File: src/rtl/mem_port_arbiter.sv
// Two-requester (fetch / data) arbiter in front of a single-port, 1-cycle-latency word memory.
// Optional macro MEM_ARB_RR_EN selects round-robin tie-breaking; default is data-wins priority.
module mem_port_arbiter #(
   parameter int ADDR_W = 32,
   parameter int DATA_W = 32
) (
   input  logic                  CLK,
   input  logic                  RSTN,
   input  logic                  i_req,
   input  logic [ADDR_W-1:0]     i_addr,
   output logic                  i_gnt,
   output logic                  i_rvalid,
   output logic [DATA_W-1:0]     i_rdata,
   input  logic                  d_req,
   input  logic [ADDR_W-1:0]     d_addr,
   input  logic [DATA_W-1:0]     d_wdata,
   input  logic [DATA_W/8-1:0]   d_wen,
   output logic                  d_gnt,
   output logic                  d_rvalid,
   output logic [DATA_W-1:0]     d_rdata,
   output logic                  mem_enable,
   output logic [ADDR_W-1:0]     mem_addr,
   output logic [DATA_W-1:0]     mem_wdata,
   output logic [DATA_W/8-1:0]   mem_wenable,
   input  logic [DATA_W-1:0]     mem_rdata,
   output logic                  busy,
   output logic                  owner
);

   localparam int BE_W = DATA_W / 8;

   typedef enum logic [1:0] {IDLE, ISSUE, RESP} state_t;

   state_t              state_q, state_d;
   logic                i_gnt_q, i_gnt_d;
   logic                i_rvalid_q, i_rvalid_d;
   logic [DATA_W-1:0]   i_rdata_q, i_rdata_d;
   logic                d_gnt_q, d_gnt_d;
   logic                d_rvalid_q, d_rvalid_d;
   logic [DATA_W-1:0]   d_rdata_q, d_rdata_d;
   logic                mem_en_q, mem_en_d;
   logic [ADDR_W-1:0]   mem_addr_q, mem_addr_d;
   logic [DATA_W-1:0]   mem_wdata_q, mem_wdata_d;
   logic [BE_W-1:0]     mem_wen_q, mem_wen_d;
   logic                owner_q, owner_d;
   logic                is_rd_q, is_rd_d;
   logic                win;
`ifdef MEM_ARB_RR_EN
   // 1 = data wins the next tie; starts at 0 so fetch wins the first tie after reset
   logic                pri_q, pri_d;
`endif

   // win: 1 = data port, 0 = fetch port
`ifdef MEM_ARB_RR_EN
   assign win = d_req & (~i_req | pri_q);
`else
   assign win = d_req;
`endif

   always_comb begin
      state_d     = state_q;
      i_gnt_d     = 1'b0;
      d_gnt_d     = 1'b0;
      i_rvalid_d  = 1'b0;
      d_rvalid_d  = 1'b0;
      mem_en_d    = 1'b0;
      mem_wen_d   = '0;
      i_rdata_d   = i_rdata_q;
      d_rdata_d   = d_rdata_q;
      mem_addr_d  = mem_addr_q;
      mem_wdata_d = mem_wdata_q;
      owner_d     = owner_q;
      is_rd_d     = is_rd_q;
`ifdef MEM_ARB_RR_EN
      pri_d       = pri_q;
`endif
      case (state_q)
         IDLE: begin
            if (i_req || d_req) begin
               owner_d  = win;
               mem_en_d = 1'b1;
               state_d  = ISSUE;
`ifdef MEM_ARB_RR_EN
               pri_d    = ~win;
`endif
               if (win) begin
                  d_gnt_d     = 1'b1;
                  mem_addr_d  = {2'b00, d_addr[ADDR_W-1:2]};
                  mem_wen_d   = d_wen;
                  mem_wdata_d = d_wdata;
                  is_rd_d     = (d_wen == '0);
               end else begin
                  i_gnt_d     = 1'b1;
                  mem_addr_d  = {2'b00, i_addr[ADDR_W-1:2]};
                  is_rd_d     = 1'b1;
               end
            end
         end
         ISSUE: state_d = RESP;
         RESP: begin
            // memory data is valid this cycle; stores complete without touching rdata
            state_d = IDLE;
            if (owner_q) begin
               d_rvalid_d = 1'b1;
               if (is_rd_q) d_rdata_d = mem_rdata;
            end else begin
               i_rvalid_d = 1'b1;
               if (is_rd_q) i_rdata_d = mem_rdata;
            end
         end
         default: state_d = IDLE;
      endcase
   end

   always_ff @(posedge CLK or negedge RSTN) begin
      if (!RSTN) begin
         state_q     <= IDLE;
         i_gnt_q     <= 1'b0;
         i_rvalid_q  <= 1'b0;
         i_rdata_q   <= '0;
         d_gnt_q     <= 1'b0;
         d_rvalid_q  <= 1'b0;
         d_rdata_q   <= '0;
         mem_en_q    <= 1'b0;
         mem_addr_q  <= '0;
         mem_wdata_q <= '0;
         mem_wen_q   <= '0;
         owner_q     <= 1'b0;
         is_rd_q     <= 1'b0;
`ifdef MEM_ARB_RR_EN
         pri_q       <= 1'b0;
`endif
      end else begin
         state_q     <= state_d;
         i_gnt_q     <= i_gnt_d;
         i_rvalid_q  <= i_rvalid_d;
         i_rdata_q   <= i_rdata_d;
         d_gnt_q     <= d_gnt_d;
         d_rvalid_q  <= d_rvalid_d;
         d_rdata_q   <= d_rdata_d;
         mem_en_q    <= mem_en_d;
         mem_addr_q  <= mem_addr_d;
         mem_wdata_q <= mem_wdata_d;
         mem_wen_q   <= mem_wen_d;
         owner_q     <= owner_d;
         is_rd_q     <= is_rd_d;
`ifdef MEM_ARB_RR_EN
         pri_q       <= pri_d;
`endif
      end
   end

   assign i_gnt       = i_gnt_q;
   assign i_rvalid    = i_rvalid_q;
   assign i_rdata     = i_rdata_q;
   assign d_gnt       = d_gnt_q;
   assign d_rvalid    = d_rvalid_q;
   assign d_rdata     = d_rdata_q;
   assign mem_enable  = mem_en_q;
   assign mem_addr    = mem_addr_q;
   assign mem_wdata   = mem_wdata_q;
   assign mem_wenable = mem_wen_q;
   assign owner       = owner_q;
   assign busy        = (state_q != IDLE);

endmodule

File: config.mk
export PLATFORM = sky130hd
export DESIGN_NAME = mem_port_arbiter
export DESIGN_NICKNAME = d
export VERILOG_FILES = /design/src/rtl/mem_port_arbiter.sv
export SDC_FILE = /design/constraint.sdc
export NUM_CORES = 1
export LEC_CHECK = 0
export BUFFER_PORTS_ARGS = -buffer_cell sky130_fd_sc_hd__buf_2
export CAP_MARGIN = 20
export CORE_ASPECT_RATIO = 1.1
export CORE_MARGIN = 8
export CORE_UTILIZATION = 46
export DETAILED_ROUTE_END_ITERATION = 8
export HOLD_SLACK_MARGIN = 0.15
export PLACE_DENSITY = 0.8
export SYNTH_ARGS = -nofsm -noshare
export SYNTH_HDL_FRONTEND = slang
export SYNTH_SLANG_ARGS = --single-unit
File: constraint.sdc
create_clock -name CLK -period 1.7 [get_ports CLK]
set_clock_uncertainty 0.05 [all_clocks]
set_input_delay 0.34 -clock CLK [delete_from_list [all_inputs] [get_ports CLK]]
set_output_delay 0.34 -clock CLK [all_outputs]
set_load 0.1 [all_outputs]
==> results of run 1 <==
## state kept, by name, summed over array words and instances (netlist names), 2 cells and up
| signal | count |
|---|---|
| d_rdata | 32 |
| i_rdata | 32 |
| mem_addr | 30 |
| mem_wdata | 32 |
| mem_wenable | 4 |
| state_q | 2 |
## per-layer routing
metal  global-route usage  vias to the layer above  wire, µm
met2               0.3571                      189      8898
met3              0.07669                       39      1360
met1               0.2067                     2056      5995
met5                    0                        -         0
met4              0.08922                        0       495
li1                     -                     1914         -
## stage by stage
step / setup WS (ns) / TNS, ns / instance area [µm²] / hold slack, ns
6_report: 0.03162 / 0 / 8705 / 0.1563
4_1_cts: 0.02691 / 0 / 8562 / 0.1503
5_1_grt: -0.02783 / -0.3400 / 8705 / 0.1569
2_1_floorplan: -0.02034 / -0.5753 / 5662 / -0.005591
3_5_place_dp: 0.07043 / 0 / 7267 / 0.2528
3_3_place_gp: 0.08416 / 0 / 7267 / 0.2444
## cells in the mapped netlist
library cell  count
buf_6             4
o21a_1            2
nor2b_1           1
mux2_4           27
mux2_2          127
buf_8             1
and3b_1           1
dfrtp_1         139
inv_1             1
or4_1             1
nor3b_1           1
a21o_1            1
a2bb2oi_1         1
and2_4            1
nor2_4            1
buf_12            2
buf_4             5
nor2_1            1
mux2_1            2
and3_1            4
nor4bb_1          1
buf_2             8
nand4b_1          1
conb_1            1
nand2_1           1
## what timing repair did
action / in CTS / in global routing
hold buffers: 68 / 1
gates resized for setup: 2 / 4
setup endpoints to repair: 1 / 54
pin swaps: 1 / 1
gates cloned: 0 / 3
endpoints found under the hold margin: 137 / 1
buffers inserted: 3 / 5
## logic make-up after synthesis
kind of cell           share of synthesized area
other                                  0.0006632
buffers and inverters                    0.03209
AO/OA/AOI/OAI                           0.005532
AND/OR/NAND/NOR                          0.01792
flip-flops                                0.6152
multiplexers                              0.3286
## worst paths after layout
path / endpoint / startpoint
worst max register to register: mem_wdata[9] / state_q[0]
worst min-delay path: i_rdata[8] / mem_rdata[8]
min in group asynchronous: mem_addr[15] / RSTN
worst min register to register: i_rdata[12] / i_rdata[12]
worst max-delay path: busy / state_q[0]
max in group asynchronous: owner / RSTN
## critical path, stage by stage (launching register included)
cell and delay [ns]:
dfrtp_2 0.45, nor2_4 0.17, inv_1 0.09, buf_12 0.17
## layout by cell type (no fill, tap or decap), types with 3 or more instances in the layout
master and count:
clkbuf_16 20, clkinv_2 3, buf_12 10, clkinvlp_4 3, clkinv_4 3, dfrtp_1 136, dlygate4sd3_1 69, bufinv_16 3
buf_6 3, and3_1 4, buf_2 265, mux2_2 127, mux2_4 27, buf_4 10
## area by class of cell
class                           count  area [µm²]  area share
Clock inverter                     14       171.4     0.01969
Inverter                            1       3.754   0.0004312
Clock buffer                       17       425.4     0.04887
Multi-Input combinational cell    176        2021      0.2321
Tap cell                          154       192.7     0.02214
Sequential cell                   139        3485      0.4003
Timing Repair Buffer              360        2401      0.2758
Antenna cell                        2       5.005   0.0005750
==> qor.csv, run 1 <==
metric,value,unit
Gate Count Post-Synth,335,
WP data arrival,1.28,ns
Filler Cells Inserted,779,
Setup crit end kind,output pin,
Achievable Freq,0.5994,GHz
"Avg Cell Area, Syn",16.88,µm²
Required @ worst endpoint,1.31,ns
CTS Buffer Depth,2,
Via Count,4198,
Mapped Area,5654,µm²
routed wire length per instance,19.41,µm
Nets,831,
grt ovf,0,
register-to-register setup slack,0.04,ns
"Distinct cells, synth",25,
number of detailed-route iterations in the first pass,4,
RSZ-0062 raised after global routing,true,
Final HPWL DP,11260,µm
largest net degree at the start of global routing,44,
site row count,42,
Core Footprint,12030,µm²
post-synthesis sequential area ratio,0.6152,
vias in the first global route,4924,
Max Cap Viol,0,
vias per std cell,4.864,
Initial Util,0.4698,
H-tree depth,4,
IO Port Bufs,268,
detailed-route wire length,16750,µm
Die ar.,16100,µm²
worst min path class,input port to flip-flop,
"top cells by area, synth","dfrtp_1 (62%), mux2_2 (25%), mux2_4 (7.2%)",
share of layout cells above drive strength 1,0.6832,
YS warnings,0,
CP Launch Type,flip-flop,
crit-path max FO,4,
Rel. slew slack,0.6558,
DIE HEIGHT,132.3,µm
CTS tree,built,
Final min period,1.668,ns
CTS root buffer,clkbuf_16,
actual transition at the worst max-transition pin,0.5198,ns
DR iter-0 viols,231,
routability cong.,0.7585,
Ports,275,
clock sinks,139,
residual DRC count,0,
pins over their slew limit,0,
Worst Hold Depth,2,
Final Hold Vio Count,0,
clock buffer count from CTS,17,
post-route ant nets,0,
share of the synthesized area in the top cell type,0.6152,
first-pass GRT wire length,25610,µm
Clock Latency Late Sink,0.40,ns
gr usage total,0.2025,
worst-case reg-to-reg path depth,5,
critical path type,flip-flop to output pin,
Final Setup Violations,0,
final cell count without fillers,863,
synthesis-to-layout area growth,53.95,%
clock slew at reported path FFs,0.06,ns
Util after Layout,0.7233,
#FFs+latches synth,139,
placed cell count,751,
initial antenna violation count,2,
status,"complete, no violations",
Tcrit/Tclk final,0.9814,
die width,121.7,µm
Yosys top cell by area,dfrtp_1,
Power of run 1 is left out: the tool's default activity adds up to more than one toggle a clock period on the data nets, which glitch-free logic cannot reach.
==> run 2, diff against run 1 <==
- PLACE_DENSITY: 0.8 -> 0.79
==> run 2 against run 1 <==
Net effect: the run now ends with negative setup slack left; critical endpoint is now i_rdata[30]; first-iteration DRC count decreased by 23%; largest cell class unchanged; cell count decreased by 0.23%; highest routed layer unchanged; worst hold slack improved by 0.084 ns.
==> qor.csv, run 2 (synthesis gave the netlist of run 1 again) <==
metric,value,unit,change
critical-path cell list,"buf_12, nor4bb_4, buf_6, clkbuf_16, mux2_2",,"was nor2_4, inv_1, buf_12"
share of layout cells above drive strength 1,0.6738,,was 0.6832
WP data arrival,1.96,ns,was 1.28 ns
Worst Hold Depth,3,,was 2
post-route ant nets,0,,unchanged
Nets,828,,was 831
CP Buf/Inv Count,3,,was 2
actual transition at the worst max-transition pin,0.5264,ns,was 0.5198 ns
first-pass GRT wire length,25450,µm,was 25610 µm
Via Count,4158,,was 4198
"commonest non-fill, non-tap cells in the layout","buf_2 (265), dfrtp_1 (136), mux2_2 (109)",,"was buf_2 (265), dfrtp_1 (136), mux2_2 (127)"
Clock Latency Late Sink,0.40,ns,about the same
Final Hold Vio Count,0,,unchanged
"most common cell after layout, fill and taps aside",buf_2,,unchanged
final worst slack,-0.01802,ns,was 0.03162 ns
vias in the first global route,4884,,was 4924
IO Port Bufs,268,,unchanged
Fin Hold WS,0.2408,ns,was 0.1563 ns
DIE HEIGHT,132.3,µm,unchanged
Tcrit/Tclk final,1.011,,was 0.9814
Final Setup Violations,13,,was 0
residual DRC count,0,,unchanged
CP peak stage delay,0.43,ns,was 0.45 ns
RSZ-0062 raised after global routing,true,,unchanged
Rel. slew slack,0.6515,,was 0.6558
Die ar.,16100,µm²,unchanged
M1 WL,5837,µm,was 5995 µm
synthesis-to-layout area growth,53.62,%,was 53.95%
pins over their slew limit,0,,unchanged
Ports,275,,unchanged
DR WL met2,8759,µm,was 8898 µm
Setup crit end kind,flip-flop,,was output pin
site row count,42,,unchanged
clock slew at reported path FFs,0.06,ns,about the same
CTS tree,built,,unchanged
CP top delay family,buffers and inverters,,was flip-flops
failing checks,negative setup slack,,
status,"complete, but fails checks",,"was complete, no violations"
die width,121.7,µm,unchanged
grt ovf,0,,unchanged
slowest CP cell,dfrtp_2,,unchanged
largest net degree at the start of global routing,43,,was 44
Final min period,1.718,ns,was 1.668 ns
Initial Util,0.4698,,unchanged
Reg area,3485,µm²,unchanged
initial antenna violation count,2,,unchanged
footprint of the multi-input gates,2085,µm²,was 2021 µm²
DR iter-0 viols,177,,was 231
Achievable Freq,0.5821,GHz,was 0.5994 GHz
CTS root buffer,clkbuf_16,,unchanged
Max Cap Viol,0,,unchanged
routed length on met3,1540,µm,was 1360 µm
worst min path class,input port to flip-flop,,unchanged
Core Footprint,12030,µm²,unchanged
Final HPWL DP,11120,µm,was 11260 µm
clock buffer count from CTS,17,,unchanged
number of detailed-route iterations in the first pass,4,,unchanged
critical path type,flip-flop to flip-flop,,was flip-flop to output pin
routed wire length per instance,19.27,µm,was 19.41 µm
CP Launch Type,flip-flop,,unchanged
worst-case reg-to-reg path depth,5,,unchanged
vias per std cell,4.829,,was 4.864
gr usage total,0.2034,,was 0.2025
H-tree depth,4,,unchanged
Required @ worst endpoint,1.94,ns,was 1.31 ns
clock sinks,139,,unchanged
routability cong.,0.7668,,was 0.7585
Crit path depth,5,,was 3
CTS Buffer Depth,2,,unchanged
crit-path max FO,8,,was 4
DR top layer,met4,,unchanged
Filler Cells Inserted,788,,was 779
detailed-route wire length,16590,µm,was 16750 µm
run 2: final cells by class:
type,instances,share of cell area
Inverter,1,0.0007203
Timing Repair Buffer,357,0.2743
Clock buffer,23,0.05272
Sequential cell,139,0.4012
Clock inverter,9,0.008355
Antenna cell,2,0.0005762
Tap cell,154,0.02218
Multi-Input combinational cell,176,0.2400
run 2: path summary, 6_finish.rpt:
kind	startpoint	end	slack, ns
setup reg to reg	state_q[0]	i_rdata[30]	-0.02
setup / recovery	state_q[0]	i_rdata[30]	-0.02
hold reg to reg	i_rdata[13]	i_rdata[13]	0.43
min in group asynchronous	RSTN	d_rdata[2]	0.36
max in group asynchronous	RSTN	i_rdata[16]	0.68
hold / removal	i_addr[25]	mem_addr[23]	0.24
run 2: repair_timing:
item	4_1_cts	5_1_grt
hold buffers	71	0
hold endpoints to repair	184	0
buffers inserted	3	2
gates cloned	0	3
resized for setup	5	21
pin swaps	1	2
setup endpoints to repair	2	33
run 2: worst reg2reg max path: stages (launching register included):
cell and delay (ns):
dfrtp_2 0.43, buf_12 0.14, nor4bb_4 0.28, buf_6 0.18
clkbuf_16 0.17, mux2_2 0.34
run 2: metal layers:
layer | GRT usage | vias up
li1 | - | 1902
met1 | 0.2023 | 2041
met2 | 0.3543 | 181
met3 | 0.08355 | 34
met4 | 0.1016 | 0
met5 | 0 | -
run 2: metrics by stage:
| step | setup slack (ns) | utilization | cells | area, µm² | TNS [ns] |
|---|---|---|---|---|---|
| 5_1_grt | -0.06185 | 0.7218 | 861 | 8686 | -1.184 |
| 3_5_place_dp | 0.06760 | 0.6018 | 748 | 7242 | 0 |
| 2_1_floorplan | -0.02034 | - | 336 | 5662 | -0.5753 |
| 6_report | -0.01802 | 0.7218 | 861 | 8686 | -0.07970 |
| 3_3_place_gp | 0.09730 | 0.6018 | 748 | 7242 | 0 |
| 4_1_cts | 0.003849 | 0.7086 | 854 | 8527 | 0 |
Power of run 2 is left out for the same reason.
